$ cat src/rtl/sr_flag_bank.sv
// Clocked bank of SR flag cells with edge pulses, per-channel conflict flags
// and a saturating count of edges on which any channel conflicted.
module sr_flag_bank #(
    parameter int unsigned WIDTH = 8,
    parameter int unsigned MODE  = 0,
    parameter int unsigned CNT_W = 4
) (
    input  logic             clk,
    input  logic             rst_n,
    input  logic             en,
    input  logic [WIDTH-1:0] s,
    input  logic [WIDTH-1:0] r,
    input  logic             clr_cnt,
    output logic [WIDTH-1:0] q,
    output logic [WIDTH-1:0] notq,
    output logic [WIDTH-1:0] rise,
    output logic [WIDTH-1:0] fall,
    output logic [WIDTH-1:0] conflict,
    output logic [CNT_W-1:0] conflict_cnt
);

    localparam logic [CNT_W-1:0] CNT_MAX = '1;

    logic [WIDTH-1:0] q_q, q_d;
    logic [WIDTH-1:0] rise_q, rise_d;
    logic [WIDTH-1:0] fall_q, fall_d;
    logic [WIDTH-1:0] conflict_q, conflict_d;
    logic [CNT_W-1:0] cnt_q, cnt_d;
    logic [WIDTH-1:0] both_val;
    logic [WIDTH-1:0] both;

    // Value a channel takes when s and r are both asserted; illegal MODEs hold.
    always_comb begin
        case (MODE)
            0:       both_val = '0;
            1:       both_val = '1;
            2:       both_val = ~q_q;
            default: both_val = q_q;
        endcase
    end

    always_comb begin
        both       = s & r;
        q_d        = q_q;
        rise_d     = '0;
        fall_d     = '0;
        conflict_d = '0;
        cnt_d      = cnt_q;
        if (en) begin
            q_d        = (s & ~r) | (~s & ~r & q_q) | (both & both_val);
            rise_d     = ~q_q & q_d;
            fall_d     = q_q & ~q_d;
            conflict_d = both;
        end
        if (clr_cnt) begin
            cnt_d = '0;
        end else if (en && (|both) && (cnt_q != CNT_MAX)) begin
            cnt_d = cnt_q + CNT_W'(1);
        end
    end

    always_ff @(posedge clk or negedge rst_n) begin
        if (!rst_n) begin
            q_q        <= '0;
            rise_q     <= '0;
            fall_q     <= '0;
            conflict_q <= '0;
            cnt_q      <= '0;
        end else begin
            q_q        <= q_d;
            rise_q     <= rise_d;
            fall_q     <= fall_d;
            conflict_q <= conflict_d;
            cnt_q      <= cnt_d;
        end
    end

    assign q            = q_q;
    assign notq         = ~q_q;
    assign rise         = rise_q;
    assign fall         = fall_q;
    assign conflict     = conflict_q;
    assign conflict_cnt = cnt_q;

endmodule

$ cat config.mk
export PLATFORM = sky130hd
export DESIGN_NAME = sr_flag_bank
export DESIGN_NICKNAME = d
export VERILOG_FILES = /design/src/rtl/sr_flag_bank.sv
export SDC_FILE = /design/constraint.sdc
export NUM_CORES = 1
export LEC_CHECK = 0
export ABC_CLOCK_PERIOD_IN_PS = 2300
export CAP_MARGIN = 5
export CORE_MARGIN = 5
export CORE_UTILIZATION = 43
export CTS_CLUSTER_DIAMETER = 150
export DETAILED_ROUTE_END_ITERATION = 12
export HOLD_SLACK_MARGIN = 0.12
export PLACE_DENSITY = 0.88
export SETUP_SLACK_MARGIN = 0.02
export SLEW_MARGIN = 0
export SYNTH_ARGS = -nofsm -noshare
export SYNTH_HDL_FRONTEND = slang
export SYNTH_SLANG_ARGS = --single-unit
$ cat constraint.sdc
create_clock -name clk -period 2.3 [get_ports clk]
set_input_delay 0.46 -clock clk [delete_from_list [all_inputs] [get_ports clk]]
set_output_delay 0.46 -clock clk [all_outputs]
set_load 0.02 [all_outputs]
* Word-level counts from Yosys, hierarchy flattened
Index checks and enable logic that the tools add are counted.
Storage, ports and cells: register bits after elaboration 36, input port bits 20, word-level logic and storage cells 27
Operators by class: add/subtract/negate cells 1, equal/unequal tests 1, multiplexer cells 5, bitwise gates (word level) 11, reduce and logical (&&, ||, !) cells 4
Operator list (count):
- $and A8 B8 Y8 | 6
- $not A8 Y8 | 4
- $mux W8 | 3
- $mux W4 | 2
- $or A8 B8 Y8 | 1
- $reduce_or A8 Y1 | 1
- $add A4 B1 Y4 const B | 1
- $ne A4 B4 Y1 const B | 1
- $logic_and A1 B1 Y1 | 2
- $reduce_bool A2 Y1 | 1

* Logic depth before layout (Yosys ltp)
word-level depth 7, gate-level depth with buffers 5, mapped depth without buffers 5

* Worst setup path after synthesis
OpenSTA, ideal clock, no wires.
path type register to register, start register cnt_q[0] (netlist: conflict_cnt[0]), end register cnt_q[0] (netlist: conflict_cnt[0]), library setup time 0.125 ns, arrival 1.345 ns, setup slack 0.830 ns, stages on the path, launching flop included 6, buffers on the path 0, cell sequence dfrtp_1 ha_1 nand3_1 nand2_1 nor2_1 mux2_2
On the way: word-level cells in the longest chain between the ends 3, elaborated cells between the ends (all ways) 6, classes of those cells add/sub: 1; eq/ne: 1; mux: 2; reduce/logical: 2
RTL lines:
- start: declaration | line 28 | logic [CNT_W-1:0] cnt_q, cnt_d;
- start signal: assignment | line 74 | cnt_q <= cnt_d;
- $add A4 B1 Y4 or $ne A4 B4 Y1 (tied branches) | line 58, 57
- $mux W4 or $logic_and A1 B1 Y1 (tied branches) | line 57 | end else if (en && (|both) && (cnt_q != CNT_MAX)) begin
- $mux W4 or $reduce_bool A2 Y1 (tied branches)
Parallel ways exist; a longest one is shown, timed or not. The select of a mux whose other input is x is not followed. A chain may end at the register's enable or synchronous reset.

* Worst setup path in the final report
start register q_q[4] (netlist: q[4]), end output notq[4]
On the way: word-level cells in the longest chain between the ends 1
RTL lines:
- start: declaration | line 24 | logic [WIDTH-1:0] q_q, q_d;
- start signal: assignment | line 70 | q_q <= q_d;
- $not A8 Y8 | line 79 | assign notq = ~q_q;
- end: declaration | line 15 | output logic [WIDTH-1:0] notq,
No other way between the ends.

==> impl_results.md <==
- Worst voltage drop across the vdd grid: 0.454 mV
- Total negative setup slack: 0 ns
- Die span in y: 65.8 microns
- Final Hold Fails: 0
- H-tree depth reported by CTS: 2
- Worst Hold Class: reg2reg
- Share of layout cells above drive strength 1: 7.73%
- Number of synthesized flops with an enable pin: 0
- Slew at the pin closest to its max-slew limit: 0.435 ns
- Synthesized area per cell: 11.9 sq um
- # diodes: 0
- Arrival time reported for the critical path endpoint: 1.47 ns
- Overall fraction of global-route tracks in use: 17.1%
- First-pass detailed-route iteration total: 5
- Tmin final: 1.93 ns
- Insertion delay of the later-clocked pin in the worst-skew pair: 0.32 ns
- Buffers & Inverters on Critical Path: 2
- Share of the synthesized area in the top cell type: 67.4%
- Critical path type: reg2out
- Total vias in the final route: 1119
- Placed Cells incl. Taps: 217
- Post-Route WL: 3390 microns
- Port Buffer Count: 63
- Total of hold buffers inserted after clock tree synthesis: 0
- Clk buf depth: 2
- Clock Skews: 0.00244 ns
- Min Hold Slack: 0.483 ns
- Worst-path clk slew: 0.10 ns
- Required arrival time at the worst endpoint: 1.84 ns
- Flip-flop and latch count after synthesis: 36
- Endpoint of the worst register-to-register path: conflict_cnt[0]$_DFFE_PN0P_
- Post-route clock period utilization: 83.9%
- Net count of the finished layout: 201
- Detailed-route vias per instance: 4.97
- Summed instance area of the synthesized netlist: 0.00134 sq mm
- Number of DRC violations after detailed-routing iteration 0: 88
- Slew Limit Fails: 0
- Wire length of the first global-routing pass: 5490 microns
- Pwr dens: 703 mW/mm^2
- Synth top cells by count: 36 x dfrtp_1, 15 x and3_1, 12 x a22oi_1, 9 x nand2_1
- Run status: finished, final reports clean
- Clock Sinks: 36
- Core region area: 0.00303 sq mm
- Layout Cells excl Fill: 225
- Max-Cap Viols: 0
- Number of antenna violations at the first check in global routing: 0
- Residual DRC: 0
- Max-slew headroom: 71.0%
- Slowest CP cell: clkdlybuf4s50_1
- Weighted congestion reported at the end of routability-driven placement: 0.704
- Kind of capture point of the worst setup path: primary output
- DRT antenna net count: 0
- Cell chosen for the clock root: clkbuf_4
- Worst min-delay path endpoint: rise[6]$_DFF_PN0_
- Launch point of the critical path: q[4]$_DFFE_PN0P_
- Syn Inst Count: 112
- Cell accounting for the most synthesized area: dfrtp_1
- Standby leakage power: 0.00101 uW
- Dominant cells by area after synthesis: dfrtp_1 67%, and3_1 7.0%, a22oi_1 6.7%
- Worst min-delay path startpoint: q[6]$_DFFE_PN0P_
- Initial core utilization: 44.2%
- Setup crit start kind: flop
- Beginning of the worst register-to-register path: conflict_cnt[0]$_DFFE_PN0P_
- Pin count of the biggest net entering global routing: 37
- Largest fanout of any net on the critical path: 4
- Sequence of cells on the critical path: inv_1, clkdlybuf4s50_1
- Vias in the first global route: 1141
- Count of filler cells inserted in the layout: 218
- Util after Layout: 70.0%
- Peak Freq: 518 MHz
- Async set-or-reset flop fraction in the synthesized netlist: 100%
- Most frequently used flop master after synthesis: dfrtp_1
- Die ar.: 0.00433 sq mm
- Slowest stage delay, CP: 0.61 ns
- Post-detailed-placement half-perimeter wirelength: 2550 microns
- Setup repair after global routing missed its margin: false
- Number of core rows: 20
- Reg area: 901 sq um
- Net Count, Synth: 133
- Unique cell type count in the Yosys netlist: 19
- Setup slack of the worst register-to-register path: 0.79 ns
- Number of cells on the critical path: 2
- Number of cells upsized or downsized after cts: 0
- Depth of the most critical reg-to-reg path: 5
- Dominant delay contributor by cell family on the critical path: buffers and inverters
- Wire per inst: 15.1 microns
- Most frequently used cell type in the post-synthesis netlist: dfrtp_1
- Number of post-CTS setup repair buffers: 0
- Horiz. Die Dim: 65.8 microns
- Top-level I/O count: 64
- Area of the multi-input gates: 392 sq um
- Overflow left after global routing: 0
- Number of buffers created by CTS: 5
- Finish-stage setup viols: 0
- Ys Warns: 0
- Depth of the worst hold-timing path: 1
- Proportion of synthesized chip area in sequential cells: 67.4%
- Clock tree from TritonCTS: built
- Area Overhead vs Synth: 58.4%
==> state kept, by name (all words and copies together), names as in the netlist <==
| name | count |
|---|---|
| conflict | 8 |
| fall | 8 |
| rise | 8 |
| conflict_cnt | 4 |
| q | 8 |
==> layer usage <==
layer  wire [microns]  global-route usage (%)  part of all wire (%)  vias to the layer above
met1             1310                    19.2                    39                      537
met4               68                    6.48                   2.0                        0
met2             1770                    29.0                    52                       48
met5                0                       0                     0                        -
met3              251                    6.80                   7.4                        6
li1                 -                       -                     -                      528
==> kinds of logic after synthesis <==
logic type	Yosys count	share of synthesized area, %
AND/OR/NAND/NOR	45	18.5
flip-flops	36	67.4
AO/OA/AOI/OAI	16	8.23
buffers and inverters	12	3.37
multiplexers	2	1.59
adder cells (fa/ha/maj)	1	0.935
==> layout by cell type, fill, tap and decap left out <==
cell	netlist	routed
a21oi_1	2	2
a22oi_1	12	12
and3_1	15	15
and3_2	2	2
and4_4	1	1
buf_4	0	2
bufinv_16	0	1
clkbuf_4	0	5
clkbuf_8	0	2
clkdlybuf4s50_1	0	63
dfrtp_1	36	36
ha_1	1	1
inv_1	8	8
mux2_2	1	1
mux2i_1	1	1
nand2_1	9	9
nand2b_1	2	2
nand3_1	3	3
nor2_1	2	2
nor2b_1	1	1
nor3_1	8	8
o21ai_0	2	2
or3_1	2	2
==> power by group <==
group | leakage [uW] | switching, uW | internal (uW)
registers | 0.000476 | 25.4 | 670
logic | 0.000483 | 156 | 150
clock network | 0.0000515 | 200 | 289
==> stage by stage <==
stage / power, uW / worst slack, ns / instance area, sq um
after floorplan: 831 / 0.830 / 1340
after global placement: 1000 / 0.331 / 2020
after detailed placement: 1020 / 0.313 / 2020
after CTS: 1500 / 0.361 / 2120
after global routing: 1560 / 0.310 / 2120
final: 1490 / 0.370 / 2120
==> how the worst max path moves through the flow <==
stage	end	slack, ns
floorplan	conflict_cnt[0]$_DFFE_PN0P_	0.83
detailed placement	conflict_cnt[0]$_DFFE_PN0P_	0.31
CTS	notq[4]	0.36
global route	notq[5]	0.31
global placement	conflict_cnt[0]$_DFFE_PN0P_	0.33
finish	notq[4]	0.37
==> area by class of cell <==
type	count	area share (%)
clock buffers	7	3.07
clock inverters	1	1.42
inverters	8	1.42
multi-input cells	64	18.5
flip-flops and latches	36	42.5
well taps	44	2.60
repair buffers	65	30.5
(Power assumes the default switching activity.)
==> patch 1, RTL diff (config.mk and constraints unchanged) <==
Set the parameter `MODE` to 1 (it was 0).
--- a/src/rtl/sr_flag_bank.sv
+++ b/src/rtl/sr_flag_bank.sv
@@ -2,7 +2,7 @@
 // and a saturating count of edges on which any channel conflicted.
 module sr_flag_bank #(
     parameter int unsigned WIDTH = 8,
-    parameter int unsigned MODE  = 0,
+    parameter int unsigned MODE  = 1,
     parameter int unsigned CNT_W = 4
 ) (
     input  logic             clk,
Function: changed (a bounded check fails within 4 cycles, from zero or initial values and one cycle with rst_n low).
==> patch 1 against the original RTL <==
Area after synthesis rose by 4.3%. Cell count did not move. Setup slack got worse by 0.020 ns. Highest routed layer unchanged. Total power fell by 7.6%. Worst hold slack improved by 0.050 ns. Routed wire length rose by 1.2%. Final area rose by 1.3%. Synthesized cell count rose by 0.89%. Largest power group unchanged. Sequential cell count did not move.
==> patch 1: results (changes against the original RTL) <==
Logic synthesis
  • Cell variety after synth: 21 (was 19)
  • EDFF count, synth: 0 (unchanged)
  • Most frequent cells after synthesis: 36 x dfrtp_1, 15 x and3_1, 9 x a22o_1, 9 x nand2_1 (was 36 x dfrtp_1, 15 x and3_1, 12 x a22oi_1, 9 x nand2_1)
  • Ys async rst share: 100% (unchanged)
  • Mapped Nets: 134 (was 133)
  • Gate Count Post-Synth: 113 (was 112)
  • Ys Warns: 0 (unchanged)
  • Sequential area share after synthesis: 64.6% (was 67.4%)
  • Top cells by area, synth: dfrtp_1 65%, and3_1 6.7%, a22o_1 5.7% (was dfrtp_1 67%, and3_1 7.0%, a22oi_1 6.7%)
  • Primary FF master, synth: dfrtp_1 (unchanged)
  • Post-synthesis cell area: 1400 sq um (was 1340 sq um)

Power
  • LEAKAGE: 1.04 nW (was 1.01 nW)
  • VDD IR max: 0.341 mV (was 0.454 mV)

Worst setup path
  • Worst EP arrival: 1.49 ns (was 1.47 ns)
  • Worst reg-to-reg path cell count: 5 (unchanged)
  • Worst-path fanout max: 3 (was 4)
  • R2r setup slk: 0.79 ns (about the same)

Layout
  • Share of cells above drive strength 1: 8.84% (was 7.73%)
  • Filler instances: 241 (was 218)
  • Post-Layout Cell Count: 225 (unchanged)
  • # diodes: 0 (unchanged)
  • Fin nets: 202 (was 201)

STA
  • Post-layout min period: 1.95 ns (was 1.93 ns)
  • Worst slew pin tran: 0.436 ns (was 0.435 ns)
  • Hold Slack: 0.534 ns (was 0.483 ns)
  • Worst Skew: 0.00353 ns (was 0.00244 ns)

Outcome
  • Status: finished clean (unchanged)

Routing
  • Drt wl/cell: 15.3 um (was 15.1 um)
  • Vias per cell: 5.11 (was 4.97)
  • Drt first pass iters: 4 (was 5)
  • Initial DRC Count: 30 (was 88)

Placement
  • PortBufs: 63 (unchanged)
  • Pre-CTS WS: 0.276 ns (was 0.313 ns)
  • Dpl hpwl: 2.60 mm (was 2.55 mm)
  • Post-place instance area: 2080 sq um (was 2020 sq um)
  • Placed cell count: 218 (was 217)
  • Placer Congestion: 0.711 (was 0.704)

Clock tree
  • Post-CTS setup buffer count: 0 (unchanged)
  • Worst skew pair latency: 0.32 ns (about the same)
  • # resized after CTS: 0 (unchanged)
  • Root buffer cell: clkbuf_4 (unchanged)
  • Reg clk slew, reported paths: 0.10 ns (about the same)
  • Num CTS Buffers: 5 (unchanged)
  • Clk buf depth: 2 (unchanged)
  • H-tree levels: 2 (unchanged)

GRT
  • Number of global-route vias before repair: 1137 (was 1141)
  • Global-route wire length before repair: 5.56 mm (was 5.49 mm)
  • Total GRT Usage: 16.9% (was 17.1%)
  • Initial antenna violation count: 0 (unchanged)
  • Pin count of the biggest net entering global routing: 37 (unchanged)

Worst hold path
  • Min-Delay Path Class: in2async (was reg2reg)
[patch 1: cells by family (layout without fill, tap and decap cells)]
logic type	after synthesis	count (layout)	synth area share (%)
multiplexers	4	4	3.41
adder cells (fa/ha/maj)	1	1	0.897
flip-flops	36	36	64.6
AO/OA/AOI/OAI	15	15	10.7
buffers and inverters	12	80	3.23
AND/OR/NAND/NOR	45	45	17.2
[patch 1: final cells by class]
| cell class | count | area [sq um] | share of cell area [%] |
|---|---|---|---|
| Inverter | 8 | 30.0 | 1.40 |
| Tap cell | 44 | 55.1 | 2.57 |
| Sequential cell | 36 | 901 | 42.0 |
| Clock buffer | 7 | 65.1 | 3.03 |
| Multi-Input combinational cell | 65 | 449 | 20.9 |
| Timing Repair Buffer | 65 | 646 | 30.1 |
[patch 1: path summary, 6_finish.rpt]
check                           startpoint              end
max reg2reg                conflict_cnt[0]  conflict_cnt[3]
min reg2reg                           q[6]             q[6]
max in group asynchronous            rst_n          fall[3]
min in group clk                      q[6]             q[6]
max                                   q[5]          notq[5]
min                                  rst_n             q[6]
[patch 1: per-layer routing]
| layer | global-route usage, % | wire (um) | vias up |
|---|---|---|---|
| met3 | 6.58 | 301 | 10 |
| met1 | 20.2 | 1350 | 555 |
| met5 | 0 | 0 | - |
| met2 | 27.5 | 1700 | 53 |
| met4 | 6.33 | 87 | 0 |
| li1 | - | - | 531 |
[patch 1: where the power goes]
group / internal, mW / switching [mW]
combinational: 0.158 / 0.167
clock: 0.173 / 0.185
sequential: 0.670 / 0.0235
[patch 1: worst max-delay path, stage by stage, from the launching register on]
cell	delay, ns
dfrtp_1	0.42
inv_1	0.11
clkdlybuf4s50_1	0.63
==> patch 2, RTL diff (same settings) <==
Made on the original files. Remove the register `conflict_q`: a continuous assignment takes its place, so the output `conflict` follows one clock earlier.
--- a/src/rtl/sr_flag_bank.sv
+++ b/src/rtl/sr_flag_bank.sv
@@ -64,16 +64,16 @@
             q_q        <= '0;
             rise_q     <= '0;
             fall_q     <= '0;
-            conflict_q <= '0;
             cnt_q      <= '0;
         end else begin
             q_q        <= q_d;
             rise_q     <= rise_d;
             fall_q     <= fall_d;
-            conflict_q <= conflict_d;
             cnt_q      <= cnt_d;
         end
     end
+
+    assign conflict_q = conflict_d;
 
     assign q            = q_q;
     assign notq         = ~q_q;
Formal check against the unedited RTL: not equivalent (Yosys sat finds a counterexample within 4 cycles, from zero or initial values and one cycle with rst_n low).
==> patch 2 against the original RTL <==
Largest power group unchanged. Final area is 9.4% lower. Routed wire length fell by 4.6%. Critical endpoint is now conflict[7]. Maximum frequency shrank 8.4%. Total power is 26% lower. Highest routed layer unchanged. Count of clock-buffer cells in the layout decreased by 3. Combinational power rose by 3%. Setup slack worse by 0.18 ns. Via count about the same. Sequential share of layout area decreased by 6.0 points. Area after synthesis is 15% lower. Critical path type is now in2out. Sequential cell count down 8. Clock power is 51% lower.
==> patch 2: results (changes against the original RTL) <==
Placement
  • PortBufs: 63 (unchanged)
  • Pre-CTS WS: -0.0897 ns (was 0.313 ns)
  • Post-place instance area: 1890 sq um (was 2020 sq um)
  • Dpl hpwl: 2.61 mm (was 2.55 mm)
  • Placer Congestion: 0.722 (was 0.704)

Logic synthesis
  • Top cells by area, synth: dfrtp_1 62%, and3_1 8.3%, a22oi_1 7.9% (was dfrtp_1 67%, and3_1 7.0%, a22oi_1 6.7%)
  • Mapped Nets: 125 (was 133)
  • Synth Area in Compound Gates: 9.68% (was 8.23%)
  • Most frequent cells after synthesis: 28 x dfrtp_1, 15 x and3_1, 12 x a22oi_1, 9 x nand2_1 (was 36 x dfrtp_1, 15 x and3_1, 12 x a22oi_1, 9 x nand2_1)
  • Area share of fa/ha/maj cells after synthesis: 1.10% (was 0.935%)
  • Xor/xnor cell area share of the yosys netlist: 0% (unchanged)
  • Ys Warns: 0 (unchanged)
  • Sequential area share after synthesis: 61.6% (was 67.4%)
  • Avg Cell Area, Syn: 10.9 sq um (was 11.9 sq um)
  • Ys async rst share: 100% (unchanged)
  • Mux share of post-synthesis cell area: 1.87% (was 1.59%)

Power
  • P_int: 780 uW (was 1.11 mW)
  • LEAKAGE: 0.957 nW (was 1.01 nW)
  • VDD IR max: 0.443 mV (was 0.454 mV)

Layout
  • Post-Layout Cell Count: 209 (was 225)
  • # diodes: 0 (unchanged)
  • Share of cells above drive strength 1: 11.2% (was 7.73%)
  • Fin nets: 201 (unchanged)

Clock tree
  • Worst skew pair latency: 0.32 ns (about the same)
  • # resized after CTS: 8 (was 0)
  • Post-CTS setup buffer count: 0 (unchanged)
  • H-tree levels: 1 (was 2)
  • Clk buf depth: 2 (unchanged)
  • Num CTS Buffers: 3 (was 5)
  • Root buffer cell: clkbuf_4 (unchanged)
  • Reg clk slew, reported paths: 0.14 ns (was 0.10 ns)

GRT
  • Total GRT Usage: 18.4% (was 17.1%)
  • Initial antenna violation count: 0 (unchanged)
  • Number of global-route vias before repair: 1148 (was 1141)
  • Global-route wire length before repair: 4.99 mm (was 5.49 mm)
  • Pin count of the biggest net entering global routing: 29 (was 37)

STA
  • Worst slew pin tran: 0.355 ns (was 0.435 ns)
  • Worst Skew: 0.00496 ns (was 0.00244 ns)
  • Hold Fails Final Rpt: 0 (unchanged)

Routing
  • Drt wl/cell: 15.5 um (was 15.1 um)
  • DR vias: 1120 (was 1119)
  • Drt first pass iters: 4 (was 5)
  • Initial DRC Count: 35 (was 88)

Worst hold path
  • Min-Delay Path Class: in2async (was reg2reg)

Worst setup path
  • Worst-path fanout max: 23 (was 4)
  • Worst reg-to-reg path cell count: 5 (unchanged)
  • Worst EP arrival: 1.65 ns (was 1.47 ns)

Outcome
  • Status: finished clean (unchanged)
patch 2: cell count changes after synthesis, sizes merged:
cell	delta
dfrtp	-8
patch 2: cells by family after synthesis:
kind of cell               after synthesis
AOI/OAI and AO/OA                       16
adders and majority gates                1
buffers and inverters                   12
DFF                                     28
muxes                                    2
and+or+nand+nor                         45
patch 2: per-layer routing:
metal / global-route usage, % / part of all wire (%) / vias up
li1: - / - / 518
met1: 18.1 / 37 / 551
met2: 33.5 / 51 / 49
met3: 9.01 / 12 / 2
met4: 6.36 / 0.46 / 0
met5: 0 / 0 / -
patch 2: final timing paths:
kind	start	end	slack, ns
setup / recovery	en	conflict[7]	0.19
setup reg to reg	conflict_cnt[0]	conflict_cnt[0]	0.80
hold / removal	rst_n	fall[4]	0.50
min in group clk	q[1]	rise[1]	0.50
hold reg to reg	q[1]	rise[1]	0.50
max in group asynchronous	rst_n	conflict_cnt[3]	1.54
patch 2: critical path, cell delays in order:
cell,delay [ns]
clkdlybuf4s50_1,0.51
buf_12,0.16
and3_1,0.16
dlygate4sd2_1,0.35
patch 2: power by group through the flow:
stage / logic, mW / registers (mW) / clock network (mW)
6_report: 0.315 / 0.549 / 0.238
5_1_grt: 0.338 / 0.553 / 0.264
4_1_cts: 0.319 / 0.549 / 0.243
3_5_place_dp: 0.322 / 0.558 / 0
3_3_place_gp: 0.314 / 0.555 / 0
2_1_floorplan: 0.0866 / 0.595 / 0
patch 2: area by class of cell:
type,instances,area [sq um]
Clock buffer,4,36.3
Fill cell,179,581
Inverter,8,30.0
Multi-Input combinational cell,64,392
Sequential cell,28,701
Tap cell,30,37.5
Timing Repair Buffer,75,723
